`config.mk`:
```
export PLATFORM = sky130hd
export DESIGN_NAME = note_sequencer
export DESIGN_NICKNAME = d
export VERILOG_FILES = /design/src/rtl/note_sequencer.sv
export SDC_FILE = /design/constraint.sdc
export NUM_CORES = 1
export LEC_CHECK = 0
export CORE_MARGIN = 5
export CORE_UTILIZATION = 48
export CTS_CLUSTER_DIAMETER = 120
export CTS_CLUSTER_SIZE = 8
export DETAILED_ROUTE_END_ITERATION = 10
export PLACE_DENSITY = 0.69
export RECOVER_POWER = 25
export SETUP_SLACK_MARGIN = 0.5
export SLEW_MARGIN = 30
export SYNTH_ARGS = -nofsm -noshare
export SYNTH_HDL_FRONTEND = slang
export SYNTH_SLANG_ARGS = --single-unit
```
`constraint.sdc`:
```
create_clock -name clk -period 3.7 [get_ports clk]
set_clock_uncertainty 0.15 [all_clocks]
set_input_delay 0.37 -clock clk [delete_from_list [all_inputs] [get_ports clk]]
set_output_delay 0.37 -clock clk [all_outputs]
set_load 0.01 [all_outputs]
```
`src/rtl/note_sequencer.sv`:
```
// note_sequencer: walks a score memory and drives the tone divider with beat-timed notes and silent gaps
module note_sequencer #(
  parameter int BEAT_CYC = 12_500_000,
  parameter int GAP_CYC  = 1_000_000,
  parameter int ADDR_W   = 8
) (
  input  logic              clk,
  input  logic              rst,
  input  logic              play,
  input  logic              pause,
  input  logic              stop,
  input  logic              loop_en,
  output logic [ADDR_W-1:0] score_addr,
  input  logic [25:0]       score_data,
  output logic [21:0]       note_div,
  output logic              playing,
  output logic              paused,
  output logic              done
);
  typedef enum logic [2:0] {S_IDLE, S_FETCH, S_LOAD, S_SOUND, S_GAP, S_PAUSED} state_t;
  state_t            r_state, r_saved, w_state, w_saved, w_adv_state;
  logic [31:0]       r_cnt, w_cnt, w_adv_cnt, w_note_len;
  logic [21:0]       r_saved_div, w_saved_div, w_div;
  logic [ADDR_W-1:0] w_addr, w_adv_addr;
  logic [3:0]        w_dur;
  logic              w_done, w_cnt_zero;

  assign w_dur      = score_data[25:22];
  assign w_note_len = 32'(w_dur) * 32'(BEAT_CYC) - 32'(GAP_CYC) - 32'd1;
  assign w_cnt_zero = r_cnt == 32'd0;

  // one counter step of SOUND/GAP; a pause consumes this step too, so pausing never adds or loses a cycle
  always_comb begin
    w_adv_state = r_state == S_SOUND ? (w_cnt_zero ? S_GAP : S_SOUND) : (w_cnt_zero ? S_FETCH : S_GAP);
    w_adv_cnt   = w_cnt_zero ? (r_state == S_SOUND ? 32'(GAP_CYC) - 32'd1 : 32'd0) : r_cnt - 32'd1;
    w_adv_addr  = (r_state == S_GAP && w_cnt_zero) ? score_addr + ADDR_W'(1) : score_addr;
  end

  // next-state and next-output logic; stop overrides everything, pause outranks play
  always_comb begin
    w_state     = r_state;
    w_saved     = r_saved;
    w_cnt       = r_cnt;
    w_addr      = score_addr;
    w_div       = note_div;
    w_saved_div = r_saved_div;
    w_done      = 1'b0;
    if (stop) begin
      w_state = S_IDLE;
      w_addr  = '0;
      w_div   = '0;
      w_cnt   = '0;
    end else begin
      case (r_state)
        S_IDLE:  w_state = play ? S_FETCH : S_IDLE;
        S_FETCH: w_state = S_LOAD;
        S_LOAD: begin
          if (w_dur != 4'd0) begin
            w_state = S_SOUND;
            w_div   = score_data[21:0];
            w_cnt   = w_note_len;
          end else begin
            w_addr  = '0;
            w_done  = score_addr == '0 || !loop_en;
            w_state = w_done ? S_IDLE : S_FETCH;
          end
        end
        S_SOUND, S_GAP: begin
          w_cnt   = w_adv_cnt;
          w_addr  = w_adv_addr;
          w_state = pause ? S_PAUSED : w_adv_state;
          w_div   = (w_adv_state == S_SOUND && !pause) ? note_div : '0;
          if (pause) begin
            w_saved     = w_adv_state;
            w_saved_div = note_div;
          end
        end
        S_PAUSED: begin
          if (pause || play) begin
            w_state = r_saved;
            w_div   = r_saved == S_SOUND ? r_saved_div : '0;
          end
        end
        default: w_state = S_IDLE;
      endcase
    end
  end

  // state, counter and registered outputs
  always_ff @(posedge clk or negedge rst) begin
    if (!rst) begin
      r_state     <= S_IDLE;
      r_saved     <= S_IDLE;
      r_cnt       <= '0;
      r_saved_div <= '0;
      score_addr  <= '0;
      note_div    <= '0;
      playing     <= 1'b0;
      paused      <= 1'b0;
      done        <= 1'b0;
    end else begin
      r_state     <= w_state;
      r_saved     <= w_saved;
      r_cnt       <= w_cnt;
      r_saved_div <= w_saved_div;
      score_addr  <= w_addr;
      note_div    <= w_div;
      playing     <= w_state inside {S_FETCH, S_LOAD, S_SOUND, S_GAP};
      paused      <= w_state == S_PAUSED;
      done        <= w_done;
    end
  end
endmodule

```
==> results by group, run 1 <==
Route
  – Via count of the routed design: 6685
  – DRC: 0
  – Post-DRT Antenna Nets: 0
  – Vias per inst: 5.98
  – Final WL: 19.4 mm
  – DRT iter0 DRCs: 544
  – WL/cell: 17.3 µm
  – Pre-antenna DRT Iters: 5

STA
  – Max-slew violations: 0
  – Fmax: 227 MHz
  – Final Setup Violations: 15
  – RSZ-0062 raised after global routing: true
  – Minimum clock period: 4.40 ns
  – Fin crit share: 119%
  – Slew @ Worst Pin: 1.49 ns
  – Max-slew headroom: 0.782%
  – Fin. Hold Viols: 0
  – Final setup TNS: -7.49 ns
  – Setup ws final: -0.701 ns

Place
  – Final GP Congestion: slightly above 0.9
  – Dpl hpwl: ~14 mm
  – Port bufs: 64
  – Post-Place Setup Slack: -1.42 ns
  – Inst Count DP: 1082

Synth
  – Syn_nets: 829
  – Mux cell area share after synthesis: 4.53%
  – Main synth FF type: dfrtp_1
  – FF+latch count, synth: 93
  – Syn Area/Cell: 8.81 µm²
  – Post-Synth Adder-Cell Area: 8.80%
  – Simple-gate area share of the yosys netlist: 19.5%
  – Netlist cell types: between 70 and 80
  – Yosys Warn Count: 0
  – Combinational family with the most area after synthesis: compound AO/OA/AOI/OAI gates
  – Post-Synth XOR/XNOR Area: 6.40%
  – Cells after Synth: 755
  – Post-synthesis async set-or-reset flop share: 100%
  – Cell Area, Synth: ~6700 µm²
  – Post-synthesis compound-gate area fraction: 21.8%
  – Seq/Total Area, Yosys: 35.0%
  – EDFF count, synth: 0

Global routing
  – Total GRT Usage: 23.6%
  – Vias in the first global route: 6728
  – Total grt overflow: 0
  – Antenna violations before repair: 0
  – First-pass GRT wire length: 32.1 mm
  – Largest net degree at the start of global routing: 49

Floorplan
  – Starting density of the core: 48.5%
  – # IOs: 65
  – Core area: roughly 14000 µm²
  – Die Area: 16300 µm²
  – Die W: 128 µm
  – Die height: 128 µm
  – Std-Cell Rows: 43

Finish
  – Antenna diodes: 0
  – Share of cells above drive strength 1: 28.2%
  – Commonest non-fill, non-tap cells in the layout: 121 x buf_4, 93 x dfrtp_1, 83 x nand2_1
  – Finished Layout Cells: 1117
  – Final core utilization: between 60% and 70%
  – Commonest non-fill, non-tap cell in the layout: buf_4
  – Nets: between 1k and 1.5k
  – Fillers: 1058
  – FF+latch area: 2330 µm²
  – Multi-input logic area: 4550 µm²
  – Layout overhead on the synthesized area: 39.7%

Clock tree
  – TritonCTS clock tree: done
  – Longest Clk Path Bufs: 2
  – Clk slew on worst S/H paths: ~0.07 ns
  – Clock Latency Late Sink: 0.35 ns
  – Sink Count: 93
  – H-Tree Depth: 3
  – Root Buffer: clkbuf_16
  – CTS buffer count: 9

Setup path
  – Arr. time, crit path: between 4 and 5 ns
  – Nature of the critical path startpoint: primary input
  – Worst EP required: 3.82 ns
  – Crit path capture type: flop
  – Critical-path maximum fanout: 5
  – Crit Path Class: in -> reg

Min path
  – HP Class: reg -> reg

Power
  – Maximum vdd drop: 351 µV
  – Lkg Pwr: 4.08 nW
  – P per Cell Area: 556 nW/µm²
  – Overall Power: 0.00516 W

Run status
  – Failing checks: max-capacitance violations, negative setup slack
  – Status: complete, but fails checks

Job
  – # Max-Cap Violations: 1
-- synthesized netlist by cell type (all sizes together) (19+ instances only) --
cell type	count	area share, %
nor3	26	2.0
mux2	25	4.2
nand3	20	1.5
a21oi	43	3.3
dfrtp	93	35
xnor2	27	3.6
xor2	19	2.5
nand2	87	4.9
o31ai	27	3.1
ha	34	6.4
nor2	47	2.7
inv	26	1.5
a22oi	22	2.5
clkbuf	34	1.9
o21ai	56	4.4
-- where the power goes --
group / switching [W] / internal (W)
registers: 0.000200 / 0.00122
logic: 0.00130 / 0.00147
clock network: 0.000410 / 0.000553
-- logic make-up (layout without fill, tap and decap cells) --
group / count (synthesis) / count (layout)
fa+ha+maj: 42 / 42
mux: 27 / 27
compound gates: 220 / 220
buf+inv: 66 / 248
xor+xnor: 47 / 47
simple gates: 260 / 260
flops: 93 / 93
-- critical path, cell delays in order --
cell	delay [ns]
buf_8	0.10
fa_1	0.57
inv_2	0.05
fa_1	0.49
inv_2	0.05
buf_4	0.13
buf_6	0.10
buf_6	0.12
ha_4	0.26
a21o_1	0.15
and4_4	0.30
o21ai_2	0.08
o221ai_1	0.31
xnor2_1	0.17
or3b_4	0.42
or3_4	0.40
o21ai_4	0.22
a21oi_1	0.11
o22ai_1	0.16
-- metal layers --
layer  wire length (µm)  part of all wire, %  global-route usage (%)
met2              10100                   52                    42.1
met1               7940                   41                    28.7
met5                  0                    0                       0
met3                992                  5.1                    4.21
met4                373                  1.9                    8.36
-- sequential cells by signal (all words and copies together), names as in the netlist --
register     cells
done             1
score_addr       8
r_saved          3
note_div        22
paused           1
r_saved_div     22
r_cnt           32
r_state          3
playing          1
-- per-stage QoR --
stage	cell area, µm²	hold slack (ns)
2_1_floorplan	6700	-0.0756
3_3_place_gp	8370	0.116
3_5_place_dp	8370	0.123
4_1_cts	9120	0.303
5_1_grt	9290	0.384
6_report	9290	0.357
-- final cells by class --
class,instances,share of cell area [%]
timing repair buffer,205,19.0
inverter,27,1.09
tap,180,2.42
clock inverter,6,0.808
clock buffer,10,2.57
sequential,93,25.1
multi-input combinational,596,49.0
-- worst paths after layout --
kind                                              start                   endpoint  depth (start not counted)  slack (ns)
worst max-delay path                     score_data[25]      r_cnt[30]$_DFFE_PN0P_                         19       -0.70
worst min-delay path            note_div[2]$_DFFE_PN0P_    note_div[2]$_DFFE_PN0P_                          2        0.36
worst max register to register    r_cnt[26]$_DFFE_PN0P_  score_addr[3]$_DFFE_PN0P_                          8        0.66
worst min register to register  note_div[2]$_DFFE_PN0P_    note_div[2]$_DFFE_PN0P_                          2        0.36
max in group asynchronous                           rst     r_saved[0]$_DFFE_PN0P_                          3        0.85
min in group asynchronous                           rst  score_addr[3]$_DFFE_PN0P_                          2        0.62
-- timing repair --
item,4_1_cts,5_1_grt
hold endpoints to repair,20,0
pin swaps,57,36
setup buffers,12,6
endpoints found under the setup margin,20,50
gates resized for setup,80,31
hold buffers,1,0
(Power assumes the default switching activity.)
==> run 2, diff against run 1 <==
--- a/config.mk
+++ b/config.mk
@@ -17,3 +17,4 @@
 export SYNTH_ARGS = -nofsm -noshare
 export SYNTH_HDL_FRONTEND = slang
 export SYNTH_SLANG_ARGS = --single-unit
+export TNS_END_PERCENT = 100
==> results of run 2 <==
No change in the layout: final DEF, timing and power equal those of run 1.
==> run 3, diff against run 2 <==
--- a/config.mk
+++ b/config.mk
@@ -7,7 +7,6 @@
 export LEC_CHECK = 0
 export CORE_MARGIN = 5
 export CORE_UTILIZATION = 48
-export CTS_CLUSTER_DIAMETER = 120
 export CTS_CLUSTER_SIZE = 8
 export DETAILED_ROUTE_END_ITERATION = 10
 export PLACE_DENSITY = 0.69
==> results of run 3 <==
No change in the layout: final DEF, timing and power equal those of run 1.
==> RTL change: new RTL, config.mk and constraints of run 3 <==
Add an input register stage for `play`, `pause`, `stop`, `loop_en` and `score_data`; this delays them by one clock. Comments in the files are not updated.
--- a/src/rtl/note_sequencer.sv
+++ b/src/rtl/note_sequencer.sv
@@ -18,6 +18,21 @@
   output logic              done
 );
   typedef enum logic [2:0] {S_IDLE, S_FETCH, S_LOAD, S_SOUND, S_GAP, S_PAUSED} state_t;
+
+  logic play_q;
+  logic pause_q;
+  logic stop_q;
+  logic loop_en_q;
+  logic [25:0] score_data_q;
+
+  always_ff @(posedge clk) begin
+    play_q       <= play;
+    pause_q      <= pause;
+    stop_q       <= stop;
+    loop_en_q    <= loop_en;
+    score_data_q <= score_data;
+  end
+
   state_t            r_state, r_saved, w_state, w_saved, w_adv_state;
   logic [31:0]       r_cnt, w_cnt, w_adv_cnt, w_note_len;
   logic [21:0]       r_saved_div, w_saved_div, w_div;
@@ -25,7 +40,7 @@
   logic [3:0]        w_dur;
   logic              w_done, w_cnt_zero;
 
-  assign w_dur      = score_data[25:22];
+  assign w_dur      = score_data_q[25:22];
   assign w_note_len = 32'(w_dur) * 32'(BEAT_CYC) - 32'(GAP_CYC) - 32'd1;
   assign w_cnt_zero = r_cnt == 32'd0;
 
@@ -45,38 +60,38 @@
     w_div       = note_div;
     w_saved_div = r_saved_div;
     w_done      = 1'b0;
-    if (stop) begin
+    if (stop_q) begin
       w_state = S_IDLE;
       w_addr  = '0;
       w_div   = '0;
       w_cnt   = '0;
     end else begin
       case (r_state)
-        S_IDLE:  w_state = play ? S_FETCH : S_IDLE;
+        S_IDLE:  w_state = play_q ? S_FETCH : S_IDLE;
         S_FETCH: w_state = S_LOAD;
         S_LOAD: begin
           if (w_dur != 4'd0) begin
             w_state = S_SOUND;
-            w_div   = score_data[21:0];
+            w_div   = score_data_q[21:0];
             w_cnt   = w_note_len;
           end else begin
             w_addr  = '0;
-            w_done  = score_addr == '0 || !loop_en;
+            w_done  = score_addr == '0 || !loop_en_q;
             w_state = w_done ? S_IDLE : S_FETCH;
           end
         end
         S_SOUND, S_GAP: begin
           w_cnt   = w_adv_cnt;
           w_addr  = w_adv_addr;
-          w_state = pause ? S_PAUSED : w_adv_state;
-          w_div   = (w_adv_state == S_SOUND && !pause) ? note_div : '0;
-          if (pause) begin
+          w_state = pause_q ? S_PAUSED : w_adv_state;
+          w_div   = (w_adv_state == S_SOUND && !pause_q) ? note_div : '0;
+          if (pause_q) begin
             w_saved     = w_adv_state;
             w_saved_div = note_div;
           end
         end
         S_PAUSED: begin
-          if (pause || play) begin
+          if (pause_q || play_q) begin
             w_state = r_saved;
             w_div   = r_saved == S_SOUND ? r_saved_div : '0;
           end
Function: changed (a bounded check fails within 4 cycles, from zero or initial values and one cycle with rst low).
==> RTL change against run 3 <==
- the run ends with negative setup slack left
- area after synthesis is 14% higher
- setup slack better by 160 ps
- power is 21% higher
- wire length is 7.5% higher
- synthesized cell count is 9.8% higher
- final area is 13% higher
- largest cell class unchanged
- sequential cell count is 30 higher
- critical path type is now reg -> reg
==> RTL change: results (changes against run 3) <==
GLOBAL ROUTE
--------------------------------------------------------------------------
Pin count of the biggest net entering global routing                    55   +12%
Global-route wire length before repair                            33840 µm   +5.6%
Global Route met3 Usage                                            0.03603   -0.006051
Met2 routing resource usage after global routing                    0.3814   -0.04013
Global routing usage on met1                                        0.2911   +0.004275
Vias in the first global route                                        6953   +3.3%

CLOCK TREE
--------------------------------------------------------------------------
Quantity of gates resized following cts                                 37   -54%
Post-CTS setup repair buffer count                                      10   -2
# H-tree levels                                                          4   +1
Hold-fix buffer count after cts                                          1   unchanged

STA
--------------------------------------------------------------------------
PnR worst setup slack                                            -537.0 ps   +164.4 ps
Final number of setup-violating endpoints                               15   unchanged

PLACEMENT
--------------------------------------------------------------------------
Cells after DPL                                                       1185   +9.5%
Placed wire-length estimate                                       14200 µm   +4.0%
Final weighted congestion in routability-driven placement           0.9357   +1.2%

POWER AND IR DROP
--------------------------------------------------------------------------
Internal portion of total power                                   3.993 mW   +23%
Largest vdd supply drop                                           432.7 µV   +23%
Net Sw Frac                                                         0.3629   -0.008145
Power consumed by sequential cells                                 1.77 mW   +25%
Power attributed to combinational cells                            2.89 mW   +4%

LAYOUT
--------------------------------------------------------------------------
Count of nets after finishing                                         1086   +8.0%
Final Instance Count excl. Fillers                                    1241   +11%
Regs by FF count                                              r_cnt (32), score_data_q (26)
Share of cells above drive strength 1                               0.2917   +0.009957

DRT
--------------------------------------------------------------------------
Routed len/inst                                                   16.78 µm   -3.3%
Number of DRC markers in iteration 0                                   455   -16%
Total number of vias                                                  7186   +7.5%
Detail Route met3 WL                                               1099 µm   +11%
Routed length on met1                                              8639 µm   +8.8%

LOGIC SYNTHESIS
--------------------------------------------------------------------------
Async set-or-reset flop fraction in the synthesized netlist         0.7561   -0.2439
Net Count, Synth                                                       903   +8.9%
Part of the Yosys area used for sequential elements                 0.3858   +0.03593
Post-synthesis xor/xnor area fraction                              0.04716   -0.01680
Number of instances in the synthesized netlist                         829   +9.8%
Main area contributors after synthesis                        sky130_fd_sc_hd__dfrtp_1 (31%), sky130_fd_sc_hd__dfxtp_1 (7.9%), sky130_fd_sc_hd__ha_1 (5.6%), sky130_fd_sc_hd__nand2_1 (4.1%), sky130_fd_sc_hd__o21ai_0 (3.9%)
Top cell types by occurrence after synthesis                  sky130_fd_sc_hd__dfrtp_1 (93), sky130_fd_sc_hd__nand2_1 (83), sky130_fd_sc_hd__nor2_1 (71)

OUTCOME
--------------------------------------------------------------------------
Violated checks                                               negative setup slack
Result of the run                                             finished, violations left

WORST SETUP PATH
--------------------------------------------------------------------------
Worst-path maximum fanout                                                7   +2

WORST HOLD PATH
--------------------------------------------------------------------------
Worst min path class                                             in -> reg

[RTL change: cell count changes after synthesis, moves of 5 or more]
| cell | run 3 | this run |
|---|---|---|
| sky130_fd_sc_hd__nor3_1 | 26 | 32 |
| sky130_fd_sc_hd__xor2_1 | 19 | 10 |
| sky130_fd_sc_hd__buf_6 | 1 | 6 |
| sky130_fd_sc_hd__o211ai_1 | 1 | 8 |
| sky130_fd_sc_hd__dfxtp_1 | 0 | 30 |
| sky130_fd_sc_hd__clkbuf_1 | 33 | 25 |
| sky130_fd_sc_hd__o21ai_0 | 51 | 59 |
| sky130_fd_sc_hd__a22oi_1 | 22 | 27 |
| sky130_fd_sc_hd__nor2_1 | 47 | 71 |
| sky130_fd_sc_hd__a22o_1 | 11 | 6 |
| sky130_fd_sc_hd__o22ai_1 | 12 | 7 |
[RTL change: cells by family after synthesis]
group           Yosys count
fa+ha+maj                42
flops                   123
mux                      27
buf+inv                  64
simple gates            288
compound gates          245
xor+xnor                 40
[RTL change: layout make-up]
| class | count | area, µm² |
|---|---|---|
| Tap cell | 216 | 270.3 |
| Sequential cell | 123 | 2935 |
| Clock buffer | 18 | 439.2 |
| Timing Repair Buffer | 202 | 1737 |
| Fill cell | 1218 | 5246 |
| Clock inverter | 14 | 136.4 |
| Inverter | 26 | 97.59 |
| Multi-Input combinational cell | 642 | 4851 |
[RTL change: path summary, 6_finish.rpt]
path | startpoint | end | slack, ps | depth (start not counted)
max | score_data_q[23] | r_cnt[24] | -540 | 15
min | score_data[22] | score_data_q[22] | 340 | 1
max reg2reg | score_data_q[23] | r_cnt[24] | -540 | 15
min reg2reg | r_cnt[4] | r_cnt[4] | 360 | 2
max in group asynchronous | rst | r_saved[2] | 1700 | 3
min in group asynchronous | rst | r_cnt[13] | 680 | 2
